===== src/rtl/tetris_pkg.sv =====
// Shared types and constants for the Tetris gravity scheduler.
package tetris_pkg;

  typedef enum logic [1:0] {
    SCH_IDLE  = 2'd0,
    SCH_RUN   = 2'd1,
    SCH_PAUSE = 2'd2
  } sch_state_e;

  localparam int LEVEL_W = 4;
  localparam int LINES_W = 3;

  // Production defaults for the gravity timing
  localparam int DEF_CNT_W           = 26;
  localparam int DEF_BASE_PERIOD     = 2500000;
  localparam int DEF_LEVEL_STEP      = 200000;
  localparam int DEF_MIN_PERIOD      = 250000;
  localparam int DEF_SOFT_PERIOD     = 125000;
  localparam int DEF_LINES_PER_LEVEL = 10;
  localparam int DEF_MAX_LEVEL       = 15;

  // A single lock can clear at most four lines; larger reports are clamped
  localparam logic [LINES_W-1:0] MAX_LINES_PER_LOCK = 3'd4;

  function automatic logic [LINES_W-1:0] clamp_lines(input logic [LINES_W-1:0] n);
    if (n > MAX_LINES_PER_LOCK) begin
      clamp_lines = MAX_LINES_PER_LOCK;
    end else begin
      clamp_lines = n;
    end
  endfunction

endpackage


===== src/rtl/tick_period_counter.sv =====
// Free-running period counter: counts while enabled, emits a registered
// one-cycle tick when the count reaches period-1, holds when disabled.
module tick_period_counter #(
  parameter int CNT_W = 26
) (
  input  logic             clk,
  input  logic             reset_n,
  input  logic             en_i,
  input  logic             clr_i,
  input  logic [CNT_W-1:0] period_i,
  output logic             tick_o
);

  logic [CNT_W-1:0] cnt_q;
  logic [CNT_W-1:0] cnt_d;
  logic             tick_q;
  logic             tick_d;
  logic             hit_s;

  // Next count and tick; ">=" lets a period that shrank mid-count fire at once
  always_comb begin
    cnt_d  = cnt_q;
    tick_d = 1'b0;
    hit_s  = (cnt_q >= (period_i - CNT_W'(1)));
    if (clr_i) begin
      cnt_d  = {CNT_W{1'b0}};
      tick_d = 1'b0;
    end else if (en_i) begin
      if (hit_s) begin
        cnt_d  = {CNT_W{1'b0}};
        tick_d = 1'b1;
      end else begin
        cnt_d  = cnt_q + CNT_W'(1);
        tick_d = 1'b0;
      end
    end else begin
      cnt_d  = cnt_q;
      tick_d = 1'b0;
    end
  end

  // Count and tick registers
  always_ff @(posedge clk or negedge reset_n) begin
    if (!reset_n) begin
      cnt_q  <= {CNT_W{1'b0}};
      tick_q <= 1'b0;
    end else begin
      cnt_q  <= cnt_d;
      tick_q <= tick_d;
    end
  end

  assign tick_o = tick_q;

endmodule


===== src/rtl/gravity_tick_scheduler.sv =====
// Gravity clock for the Tetris core: run/pause/stop FSM, level and line
// accounting, level-dependent period selection and the drop_tick counter.
module gravity_tick_scheduler
  import tetris_pkg::*;
#(
  parameter int CNT_W           = DEF_CNT_W,
  parameter int BASE_PERIOD     = DEF_BASE_PERIOD,
  parameter int LEVEL_STEP      = DEF_LEVEL_STEP,
  parameter int MIN_PERIOD      = DEF_MIN_PERIOD,
  parameter int SOFT_PERIOD     = DEF_SOFT_PERIOD,
  parameter int LINES_PER_LEVEL = DEF_LINES_PER_LEVEL,
  parameter int MAX_LEVEL       = DEF_MAX_LEVEL
) (
  input  logic               clk,
  input  logic               reset_n,
  input  logic               start,
  input  logic               stop,
  input  logic               pause_toggle,
  input  logic               soft_drop,
  input  logic               lines_valid,
  input  logic [LINES_W-1:0] lines_add,
  output logic               drop_tick,
  output logic               level_up,
  output logic [LEVEL_W-1:0] level,
  output logic [CNT_W-1:0]   period,
  output logic               running,
  output logic               paused
);

  // Extra headroom so base - level*step can be evaluated without overflow
  localparam int EXT_W = CNT_W + 4;
  localparam int ACC_W = $clog2(LINES_PER_LEVEL + 4);

  localparam logic [EXT_W-1:0] BASE_X = EXT_W'(BASE_PERIOD);
  localparam logic [EXT_W-1:0] STEP_X = EXT_W'(LEVEL_STEP);
  localparam logic [EXT_W-1:0] MIN_X  = EXT_W'(MIN_PERIOD);
  localparam logic [EXT_W-1:0] SOFT_X = EXT_W'(SOFT_PERIOD);

  sch_state_e         state_q, state_d;
  logic [LEVEL_W-1:0] level_q, level_d;
  logic [ACC_W-1:0]   acc_q, acc_d;
  logic               level_up_q, level_up_d;
  logic [CNT_W-1:0]   period_q, period_d;
  logic               running_q, paused_q;

  logic               restart_s;
  logic               lines_ok_s;
  logic               cnt_en_s;
  logic               cnt_clr_s;
  logic [ACC_W-1:0]   sum_s;
  logic [EXT_W-1:0]   prod_s;
  logic [EXT_W-1:0]   diff_s;
  logic [EXT_W-1:0]   lvl_per_s;

  // Control FSM next state: stop beats start, start beats pause_toggle
  always_comb begin
    state_d = state_q;
    case (state_q)
      SCH_IDLE: begin
        if (stop)       state_d = SCH_IDLE;
        else if (start) state_d = SCH_RUN;
        else            state_d = SCH_IDLE;
      end
      SCH_RUN: begin
        if (stop)              state_d = SCH_IDLE;
        else if (start)        state_d = SCH_RUN;
        else if (pause_toggle) state_d = SCH_PAUSE;
        else                   state_d = SCH_RUN;
      end
      SCH_PAUSE: begin
        if (stop)              state_d = SCH_IDLE;
        else if (start)        state_d = SCH_RUN;
        else if (pause_toggle) state_d = SCH_RUN;
        else                   state_d = SCH_PAUSE;
      end
      default: state_d = SCH_IDLE;
    endcase
  end

  // Qualifiers: a restart wipes the game; counting needs RUN now and next cycle
  always_comb begin
    restart_s  = start & ~stop;
    lines_ok_s = (state_q == SCH_RUN) & ~stop & ~restart_s;
    cnt_en_s   = (state_q == SCH_RUN) & (state_d == SCH_RUN) & ~restart_s;
    cnt_clr_s  = restart_s | (state_d == SCH_IDLE);
  end

  // Line accumulator and saturating level counter
  always_comb begin
    level_d    = level_q;
    acc_d      = acc_q;
    level_up_d = 1'b0;
    sum_s      = acc_q + ACC_W'(clamp_lines(lines_add));
    if (restart_s) begin
      level_d = {LEVEL_W{1'b0}};
      acc_d   = {ACC_W{1'b0}};
    end else if (lines_ok_s && lines_valid) begin
      if (sum_s >= ACC_W'(LINES_PER_LEVEL)) begin
        acc_d = sum_s - ACC_W'(LINES_PER_LEVEL);
        if (level_q < LEVEL_W'(MAX_LEVEL)) begin
          level_d    = level_q + LEVEL_W'(1);
          level_up_d = 1'b1;
        end else begin
          level_d    = level_q;
          level_up_d = 1'b0;
        end
      end else begin
        acc_d = sum_s;
      end
    end else begin
      level_d = level_q;
      acc_d   = acc_q;
    end
  end

  // Period selection: level period floored at MIN, soft drop never slows gravity
  always_comb begin
    prod_s = EXT_W'(level_q) * STEP_X;
    diff_s = BASE_X - prod_s;
    if (prod_s > BASE_X) begin
      lvl_per_s = MIN_X;
    end else if (diff_s < MIN_X) begin
      lvl_per_s = MIN_X;
    end else begin
      lvl_per_s = diff_s;
    end
    if (soft_drop && (SOFT_X < lvl_per_s)) begin
      period_d = CNT_W'(SOFT_X);
    end else begin
      period_d = CNT_W'(lvl_per_s);
    end
  end

  // State, level, accumulator and registered status outputs
  always_ff @(posedge clk or negedge reset_n) begin
    if (!reset_n) begin
      state_q    <= SCH_IDLE;
      level_q    <= {LEVEL_W{1'b0}};
      acc_q      <= {ACC_W{1'b0}};
      level_up_q <= 1'b0;
      period_q   <= CNT_W'(BASE_PERIOD);
      running_q  <= 1'b0;
      paused_q   <= 1'b0;
    end else begin
      state_q    <= state_d;
      level_q    <= level_d;
      acc_q      <= acc_d;
      level_up_q <= level_up_d;
      period_q   <= period_d;
      running_q  <= (state_d == SCH_RUN);
      paused_q   <= (state_d == SCH_PAUSE);
    end
  end

  tick_period_counter #(
    .CNT_W (CNT_W)
  ) u_cnt (
    .clk      (clk),
    .reset_n  (reset_n),
    .en_i     (cnt_en_s),
    .clr_i    (cnt_clr_s),
    .period_i (period_q),
    .tick_o   (drop_tick)
  );

  assign level_up = level_up_q;
  assign level    = level_q;
  assign period   = period_q;
  assign running  = running_q;
  assign paused   = paused_q;

endmodule


===== config.mk =====
export PLATFORM = sky130hd
export DESIGN_NAME = gravity_tick_scheduler
export DESIGN_NICKNAME = d
export VERILOG_FILES = /design/src/rtl/tetris_pkg.sv /design/src/rtl/tick_period_counter.sv /design/src/rtl/gravity_tick_scheduler.sv
export SDC_FILE = /design/constraint.sdc
export NUM_CORES = 1
export LEC_CHECK = 0
export ABC_AREA = 1
export CAP_MARGIN = 20
export CORE_MARGIN = 2
export CORE_UTILIZATION = 40
export CTS_BUF_LIST = sky130_fd_sc_hd__clkbuf_8
export CTS_CLUSTER_DIAMETER = 80
export DETAILED_ROUTE_END_ITERATION = 16
export PLACE_DENSITY = 0.69
export SLEW_MARGIN = 20
export SYNTH_ARGS = -nofsm -noshare
export SYNTH_HDL_FRONTEND = slang
export SYNTH_HIERARCHICAL = 1
export SYNTH_SLANG_ARGS = --single-unit

===== constraint.sdc =====
create_clock -name clk -period 2.96 [get_ports clk]
set_input_delay 0.444 -clock clk [delete_from_list [all_inputs] [get_ports clk]]
set_output_delay 0.444 -clock clk [all_outputs]
set_load 0.01 [all_outputs]

==> metrics.yaml <==
avgSynthCellArea_um2: 6.99
grt_max_degree: 43
root_buffer: "clkbuf_8"
path_delay_family: "simple AND/OR/NAND/NOR gates"
setup_tns_ns: 0
grt.total_usage_pct: 19.3
hold_buffers: 0
layout-drive-gt1-share_pct: 19.9
fillers: 1370
final_hold_viol_count: 0
yosysWarnings: 6
die_width_um: 124
synth_top_area_share_pct: 22.5
p_leak_uw: 0.00352
multi_input_area_mm2: 0.00392
avgRoutedWirePerCell_um: 12.9
place_congestion: 0.922
cellPowerDensity_mw_per_mm2: 288
n_antenna_cell: 0
fin_cells: 1099
fin_ws_ns: 0.102
yosysSeqAreaShare_pct: 26.2
seqCellArea_mm2: 0.00152
crit_fanout: 7
rows: 43
path_buf_inv: 1
r2r-end: "period[24]$_DFF_PN0_"
place_inst: 1066
synth_area_leader_cell: "dfrtp_1"
final_nets: 976
synth_area_leaders: "dfrtp_1, nand2_1, ha_1, inv_1, nor2_1"
reg2regPathDepth: 19
clock.fmax_mhz: 350
grt_pass1_vias: 5097
port_buffers: 40
fin_crit_ns: 2.86
area_growth_pct: 23.0
dieHeight_um: 124
gr-total-overflow: 0
antenna_found_initial: 0
slowest_delay_ns: 0.46
synth-async-reset-ratio_pct: 100
dieArea_mm2: 0.0154
firstDrtPassIters: 4
synth_seq_cells: 60
period_share_pct: 96.6
slew-limit-headroom_pct: 36.6
final_cell_mix: "nand2_1, inv_1, nor2_1, nand3_1, dfrtp_1"
finalMaxSlewViolations: 0
dp_hpwl_um: 10800
place_ws_ns: -0.0382
path_clk_slew_ns: 0.08
arrival_ns: 3.15
ys_types: 50
required_ns: 3.25
cp-end-kind: "flip-flop"
synth_edf_count: 0
final_area_mm2: 0.00711
hold_path_class: "primary input to async pin"
critPathMostFrequentCell: "nand2_2"
io_pins: 44
clock-sinks: 60
syn_inst: 826
rrSetupSlack_ns: 0.10
start_util_pct: 41.3
worst_pin_slew_ns: 0.950
cpMaxStageDelayCell: "dfrtp_2"
path_cells: "ha_4 -> xor2_1 -> ha_2 -> a21o_1 -> ha_4 -> nand2_1 -> nand2_2 -> nand3_2 -> nand2_2 -> nand2_1 -> nand2_2 -> and2_4 -> nand3_4 -> nand2_4 -> nand2_8 -> nand2_8 -> buf_6 -> nand3_2 -> nor2_2"
cp-start-kind: "flip-flop"
post-route-util_pct: 50.8
r2r_start: "level[3]$_DFFE_PN0P_"
via_per_inst: 4.86
status: "complete, no violations"
crit_type: "flip-flop to flip-flop"
routed_wl_um: 14200
vias: 5341
grt_pass1_wl_um: 23200
cts_max_path_buffers: 2
worstSkewPairLatency_ns: 0.38
syn_area_mm2: 0.00578
peakVddDrop_mv: 0.208
core_area_mm2: 0.0140
cts_buffers: 9
ys.flop_type: "dfrtp_1"
placedInstanceArea_mm2: 0.00656
setup_violations: 0
first_iter_violations: 288
final_common_cell: "nand2_1"
drc: 0
cts-htree-levels: 3
cts_tree: "built"
ant_nets: 0
max_cap_violations: 0
fin_skew_ns: 0.0126
==> repair_timing <==
item,in CTS,in global routing
setup endpoints to repair,6,41
cloned,0,2
setup buffers,0,15
endpoints found under the hold margin,0,0
pin swaps,0,17
gates resized for setup,3,36
==> through the flow <==
step | hold WS (ns) | total power, uW
6_report | 0.216 | 2050
5_1_grt | 0.290 | 2150
4_1_cts | 0.236 | 2070
3_5_place_dp | 0.497 | 1210
3_3_place_gp | 0.492 | 1210
2_1_floorplan | 0.148 | 1080
==> final cells by class <==
type / instances / share of cell area (%)
clock buffer: 9 / 1.74
clock inverter: 7 / 1.43
multi-input combinational: 642 / 55.1
tap: 180 / 3.17
inverter: 117 / 6.20
timing repair buffer: 84 / 11.0
sequential: 60 / 21.3
==> power breakdown <==
group	switching, uW	internal, uW
sequential	31.3	851
combinational	184	135
clock	372	477
total	588	1460
==> kinds of logic after synthesis <==
kind of cell    share of synthesized area, %
other cells                           0.0649
buf+inv                                 9.79
flops                                   26.2
xor+xnor                                5.91
compound gates                          7.84
simple gates                            38.8
fa+ha+maj                               11.4
==> cell usage after synthesis (3+ instances only) <==
| cell | n |
|---|---|
| nand2_1 | 210 |
| inv_1 | 108 |
| nor2_1 | 108 |
| nand3_1 | 67 |
| dfrtp_1 | 52 |
| ha_1 | 51 |
| xor2_1 | 25 |
| nor2_2 | 22 |
| o21bai_1 | 22 |
| nand2_2 | 19 |
| a21oi_1 | 16 |
| xnor2_1 | 14 |
| nand4_1 | 13 |
| nand3_2 | 12 |
| dfstp_2 | 8 |
| o21ai_0 | 7 |
| buf_4 | 6 |
| inv_2 | 6 |
| nand2_4 | 4 |
| buf_2 | 3 |
| buf_6 | 3 |
| nand3_4 | 3 |
| nor2_4 | 3 |
| nor3_1 | 3 |
| o211ai_1 | 3 |
| o21bai_2 | 3 |
==> per-layer routing <==
layer  global-route usage (%)  vias up  wire, um
li1                         -     2789         -
met1                     22.5     2445      6180
met2                     34.3       83      7130
met3                     4.30       24       491
met4                     7.44        0       363
met5                        0        -         0
==> sequential cells by signal (all words and copies together), names as in the netlist, 2 cells and up <==
signal       cells
u_cnt/cnt_q     26
period          20
acc_q            4
level            4
state_q          2
==> worst max path at each step <==
stage                               startpoint                     endpoint  slack (ns)  cells past startpoint
after global placement            pause_toggle  u_cnt/cnt_q[23]$_DFFE_PN0P_       -0.21                     11
after CTS                 level[3]$_DFFE_PN0P_          period[9]$_DFF_PN0_        0.03                     15
after global routing      level[3]$_DFFE_PN0P_         period[24]$_DFF_PN0_       -0.04                     19
after detailed placement  level[3]$_DFFE_PN0P_          period[9]$_DFF_PN0_       -0.04                     15
final                     level[3]$_DFFE_PN0P_         period[24]$_DFF_PN0_        0.10                     19
after floorplan           level[2]$_DFFE_PN0P_          period[9]$_DFF_PN0_        0.07                     16
No activity file was read; power rests on OpenSTA's default activity.
